**config.mk**
```make
export PLATFORM = sky130hd
export DESIGN_NAME = phys_reg_wb_arbiter
export DESIGN_NICKNAME = d
export VERILOG_FILES = /design/src/rtl/phys_reg_wb_arbiter.sv
export SDC_FILE = /design/constraint.sdc
export NUM_CORES = 1
export LEC_CHECK = 0
export ABC_CLOCK_PERIOD_IN_PS = 12400
export BUFFER_PORTS_ARGS = -buffer_cell sky130_fd_sc_hd__clkbuf_2
export CORE_MARGIN = 2
export CORE_UTILIZATION = 40
export DETAILED_ROUTE_END_ITERATION = 6
export PLACE_DENSITY = 0.56
export SYNTH_ARGS = -nofsm -noshare
export SYNTH_HDL_FRONTEND = slang
export SYNTH_SLANG_ARGS = --single-unit
```
**constraint.sdc**
```tcl
create_clock -name clk -period 12.4 [get_ports clk]
set_input_delay 0 -clock clk [delete_from_list [all_inputs] [get_ports clk]]
set_output_delay 0 -clock clk [all_outputs]
set_load 0.01 [all_outputs]
```
**src/rtl/phys_reg_wb_arbiter.sv**
```systemverilog
// Writeback arbiter: per-requester FIFOs feeding two physical register file
// write ports, granted round-robin starting from rr_ptr.
module phys_reg_wb_arbiter #(
    parameter int NUM_REQ = 4,
    parameter int DEPTH   = 2
) (
    input  logic                   clk,
    input  logic                   reset,
    input  logic                   stall,
    input  logic                   flush,
    input  logic [NUM_REQ-1:0]     req_valid,
    input  logic [6*NUM_REQ-1:0]   req_reg,
    input  logic [32*NUM_REQ-1:0]  req_data,
    output logic [NUM_REQ-1:0]     req_ready,
    output logic [5:0]             reg_to_update1,
    output logic [31:0]            new_value1,
    output logic                   update1,
    output logic [5:0]             reg_to_update2,
    output logic [31:0]            new_value2,
    output logic                   update2,
    output logic                   idle
);

    localparam int IDX_W   = (NUM_REQ > 1) ? $clog2(NUM_REQ) : 1;
    localparam int PTR_W   = (DEPTH > 1) ? $clog2(DEPTH) : 1;
    localparam int CNT_W   = $clog2(DEPTH + 1);
    localparam int ENTRY_W = 6 + 32;

    logic [IDX_W-1:0]   rr_ptr;
    logic [IDX_W-1:0]   rr_next;
    logic [NUM_REQ-1:0] not_empty;
    logic [NUM_REQ-1:0] push;
    logic [NUM_REQ-1:0] pop;
    logic [ENTRY_W-1:0] head_entry [NUM_REQ];

    logic               found1;
    logic               found2;
    logic [IDX_W-1:0]   sel1;
    logic [IDX_W-1:0]   sel2;
    logic               grant_en;
    logic               grant1;
    logic               grant2;

    function automatic logic [IDX_W-1:0] next_idx(input logic [IDX_W-1:0] i);
        return (i == IDX_W'(NUM_REQ - 1)) ? '0 : i + 1'b1;
    endfunction

    // Per-requester FIFO: ready is derived from the registered count only,
    // so a dequeue in the same cycle never opens a slot early.
    genvar gi;
    generate
        for (gi = 0; gi < NUM_REQ; gi++) begin : fifo
            logic [PTR_W-1:0]   wr_ptr_reg;
            logic [PTR_W-1:0]   rd_ptr_reg;
            logic [CNT_W-1:0]   count_reg;
            logic [ENTRY_W-1:0] mem [DEPTH];
            logic [PTR_W-1:0]   wr_ptr_next;
            logic [PTR_W-1:0]   rd_ptr_next;

            assign wr_ptr_next     = (wr_ptr_reg == PTR_W'(DEPTH - 1)) ? '0 : wr_ptr_reg + 1'b1;
            assign rd_ptr_next     = (rd_ptr_reg == PTR_W'(DEPTH - 1)) ? '0 : rd_ptr_reg + 1'b1;
            assign not_empty[gi]   = (count_reg != '0);
            assign req_ready[gi]   = (count_reg < CNT_W'(DEPTH));
            assign push[gi]        = req_valid[gi] && req_ready[gi] && !flush;
            assign head_entry[gi]  = mem[rd_ptr_reg];

            always_ff @(posedge clk or posedge reset) begin
                if (reset) begin
                    wr_ptr_reg <= '0;
                    rd_ptr_reg <= '0;
                    count_reg  <= '0;
                end else if (flush) begin
                    wr_ptr_reg <= '0;
                    rd_ptr_reg <= '0;
                    count_reg  <= '0;
                end else begin
                    if (push[gi]) begin
                        wr_ptr_reg <= wr_ptr_next;
                    end
                    if (pop[gi]) begin
                        rd_ptr_reg <= rd_ptr_next;
                    end
                    case ({push[gi], pop[gi]})
                        2'b10:   count_reg <= count_reg + 1'b1;
                        2'b01:   count_reg <= count_reg - 1'b1;
                        default: count_reg <= count_reg;
                    endcase
                end
            end

            always_ff @(posedge clk) begin
                if (push[gi]) begin
                    mem[wr_ptr_reg] <= {req_reg[6*gi +: 6], req_data[32*gi +: 32]};
                end
            end
        end
    endgenerate

    // First two non-empty heads scanning upward from rr_ptr.
    always_comb begin
        logic [IDX_W-1:0] idx;
        found1 = 1'b0;
        found2 = 1'b0;
        sel1   = '0;
        sel2   = '0;
        idx    = '0;
        for (int o = 0; o < NUM_REQ; o++) begin
            idx = IDX_W'((int'(rr_ptr) + o) % NUM_REQ);
            if (not_empty[idx]) begin
                if (!found1) begin
                    found1 = 1'b1;
                    sel1   = idx;
                end else if (!found2) begin
                    found2 = 1'b1;
                    sel2   = idx;
                end
            end
        end
    end

    assign grant_en = !stall && !flush;
    assign grant1   = grant_en && found1;
    assign grant2   = grant_en && found2;

    always_comb begin
        pop = '0;
        if (grant1) begin
            pop[sel1] = 1'b1;
        end
        if (grant2) begin
            pop[sel2] = 1'b1;
        end
    end

    always_comb begin
        rr_next = rr_ptr;
        if (flush) begin
            rr_next = '0;
        end else if (grant2) begin
            rr_next = next_idx(sel2);
        end else if (grant1) begin
            rr_next = next_idx(sel1);
        end
    end

    always_ff @(posedge clk or posedge reset) begin
        if (reset) begin
            rr_ptr <= '0;
        end else begin
            rr_ptr <= rr_next;
        end
    end

    // Register 0 is hardwired, so its writes are consumed without a pulse.
    always_ff @(posedge clk or posedge reset) begin
        if (reset) begin
            update1        <= 1'b0;
            update2        <= 1'b0;
            reg_to_update1 <= '0;
            new_value1     <= '0;
            reg_to_update2 <= '0;
            new_value2     <= '0;
        end else if (!grant_en) begin
            update1 <= 1'b0;
            update2 <= 1'b0;
        end else begin
            update1 <= grant1 && (head_entry[sel1][37:32] != 6'd0);
            update2 <= grant2 && (head_entry[sel2][37:32] != 6'd0);
            if (grant1) begin
                {reg_to_update1, new_value1} <= head_entry[sel1];
            end
            if (grant2) begin
                {reg_to_update2, new_value2} <= head_entry[sel2];
            end
        end
    end

    assign idle = (not_empty == '0) && !update1 && !update2;

endmodule

```
==> reports/qor.yml <==
top_register: "fifo.mem"
p_per_area_nw_per_um2: 261
coreArea_um2: 42800
outcome: "finished clean"
numCtsBuffers: 44
endpoint_kind: "flip-flop"
largest_reg_flops: 304
required_ns: 12.88
ys_top_cells_by_area: "edfxtp_1 (53%), dfrtp_1 (14%), mux2i_1 (14%), a21oi_1 (2.2%), mux2_2 (2.2%)"
grt_max_degree: 82
hold_depth: 2
postSynth.asyncResetShare_pct: 24.0
yosysWarnings: 0
fp.dieArea_um2: 44800
detail-route-antenna-nets: 0
syn_nets: 1394
relSlewSlack_pct: 23.7
hold_class: "in2reg"
finalHoldViolCount: 0
timing.final.crit_share_pct: 33.0
synth_top_cell_by_area: "edfxtp_1"
ys_types: 56
power.internal_mw: 3.47
synth_seq_cells: 400
viasPerCell: 5.26
clkPwrFrac_pct: 22.1
cts_sinks: 400
synth_cells: 1228
finalSetupTns_ns: 0
worstSkewPairLatency_ns: 0.57
grt_setup_unrepaired: "false"
fin_skew_ns: 0.0137
synthXorXnorAreaFrac_pct: 0.913
muxShareOfSynthArea_pct: 16.7
avgSynthCellArea_um2: 14.1
yosysSeqAreaShare_pct: 66.8
fin_area_um2: 22000
syn_area_um2: 17300
register_area_um2: 11500
final_common_cell: "edfxtp_1"
clock.fmax_mhz: 244
synth-edff-count: 304
htree_levels: 2
power.net_switching_mw: 2.29
ioPinCount: 243
synth-simple-area-share_pct: 5.23
hpwlAfterDp_mm: 29.2
total_power_mw: 5.76
grt_pass1_wl_mm: 71.0
drtPass1Iterations: 5
finalCriticalPeriod_ns: 4.10
clock_path_buffers: 3
power_frac_seq_pct: 33.5
drive_above_1_share_pct: 23.3
dpl_cell_area_um2: 19100
port_buffers: 242
grt_remaining_overflow: 0
routedWlPerCell_um: 21.9
rr_worst_depth: 11
layout_common_cells: "edfxtp_1 (304), clkbuf_2 (242), mux2i_1 (239)"
switching_share_pct: 39.7
arrival_ns: 4.57
antenna_found_initial: 2
maxSlewViolCount: 0
drcViolationCount: 0
synth_compound_area_share_pct: 7.72
reg_top3: "fifo.mem x304, new_value1 x32, new_value2 x32"
grt_use_total_pct: 21.6
critPathLaunchType: "flip-flop"
die-width_um: 212
p_leak_nw: 8.42
cts_root_buf: "clkbuf_16"
peakVddDrop_mv: 0.401
cp_max_fo: 81
combPwrFrac_pct: 44.3
yosysTopAreaCellShare_pct: 52.9
tightest_slew_ns: 1.14
via_count: 11500
die_h_um: 212
cts.clk_slew.worst_paths_ns: 0.06
finalSetupViolCount: 0
synth_ff_type: "edfxtp_1"
syn2layout_area_growth_pct: 27.7
initial_core_util_pct: 40.3
fp-row-count: 76
layout.nets: 1782
drt-total-wl_mm: 48.1
n_fill_cell: 3720
critPathKind: "reg2reg"
dr.first_iter.drc_count: 602
grt_pass1_vias: 11800
synthAdderAreaFrac_pct: 0.435
synth_top_family_by_area: "multiplexers"
gp_congestion: 0.855
multi_input_area_um2: 5430
cts_tree: "done"
drv_cap: 0
## cell type report
type / instances / area share, %
timing repair buffer: 421 / 13.4
antenna: 2 / 0.0227
multi-input combinational: 738 / 24.6
clock buffer: 63 / 5.60
clock inverter: 15 / 0.715
tap: 546 / 3.10
inverter: 11 / 0.199
sequential: 400 / 52.4
## layer usage
| layer | part of all wire, % | up-vias | routed length [um] | track usage [%] |
|---|---|---|---|---|
| met3 | 6.1 | 81 | 2940 | 5.24 |
| met4 | 2.9 | 0 | 1400 | 7.48 |
| met2 | 47 | 371 | 22800 | 35.2 |
| li1 | - | 5384 | - | - |
| met5 | 0 | - | 0 | 0 |
| met1 | 43 | 5709 | 20900 | 28.1 |
## through the flow
stage	cells	util, %	hold WS (ns)	setup WS, ns
floorplan	1228	-	0.0989	8.39
global placement	1959	44.6	0.111	8.41
detailed placement	1959	44.6	0.116	8.33
CTS	2194	51.5	0.0143	8.30
global route	2196	51.5	0.0338	8.02
finish	2196	51.5	0.0323	8.30
## worst paths after layout
path | start | to | slack (ns)
max | rr_ptr[1]$_DFFE_PP0P_ | fifo[1].count_reg[1]$_DFFE_PP0P_ | 8.30
min | flush | fifo[3].rd_ptr_reg$_DFFE_PP0P_ | 0.03
max reg2reg | rr_ptr[1]$_DFFE_PP0P_ | fifo[1].count_reg[1]$_DFFE_PP0P_ | 8.30
min reg2reg | new_value1[18]$_DFFE_PP0P_ | new_value1[18]$_DFFE_PP0P_ | 0.48
max in group asynchronous | reset | fifo[1].rd_ptr_reg$_DFFE_PP0P_ | 10.94
min in group asynchronous | reset | new_value1[17]$_DFFE_PP0P_ | 0.06
## timing repair
item | in CTS | in global routing
hold buffers | 157 | 0
hold endpoints to repair | 349 | 0
gates resized for setup | 0 | 0
buffers inserted | 0 | 0
## power by group through the flow
stage	sequential, mW	combinational, mW	clock (mW)
finish	1.93	2.55	1.27
global route	1.96	2.78	1.35
CTS	1.94	2.56	1.31
detailed placement	1.96	2.51	0
global placement	1.95	2.47	0
floorplan	1.89	1.81	0
## cell families after synthesis
kind of cell	after synthesis
AOI/OAI and AO/OA	221
xor gates and xnor gates	18
adders and majority gates	6
buffers and inverters	90
DFF	400
muxes	277
and+or+nand+nor	216
## cell usage after synthesis (5+ instances only)
library cell	count
a211oi_1	35
a21oi_1	75
buf_2	25
buf_4	5
clkbuf_1	45
dfrtp_1	96
edfxtp_1	304
ha_1	6
inv_1	10
mux2_2	33
mux2i_1	239
mux4_2	5
nand2_1	85
nand3_1	7
nor2_1	94
nor3_1	5
o21ai_0	44
o21ai_1	38
xnor2_1	14
## critical path: stages, from the launching register on
cell,delay (ns)
dfrtp_1,0.67
or3b_1,0.48
a21boi_1,0.17
a21o_1,0.24
ha_1,0.17
and4_1,0.17
a221oi_4,0.27
buf_4,0.88
inv_2,0.09
a32o_1,0.37
o2bb2a_1,0.31
a21oi_1,0.15
(Power assumes the default switching activity.)
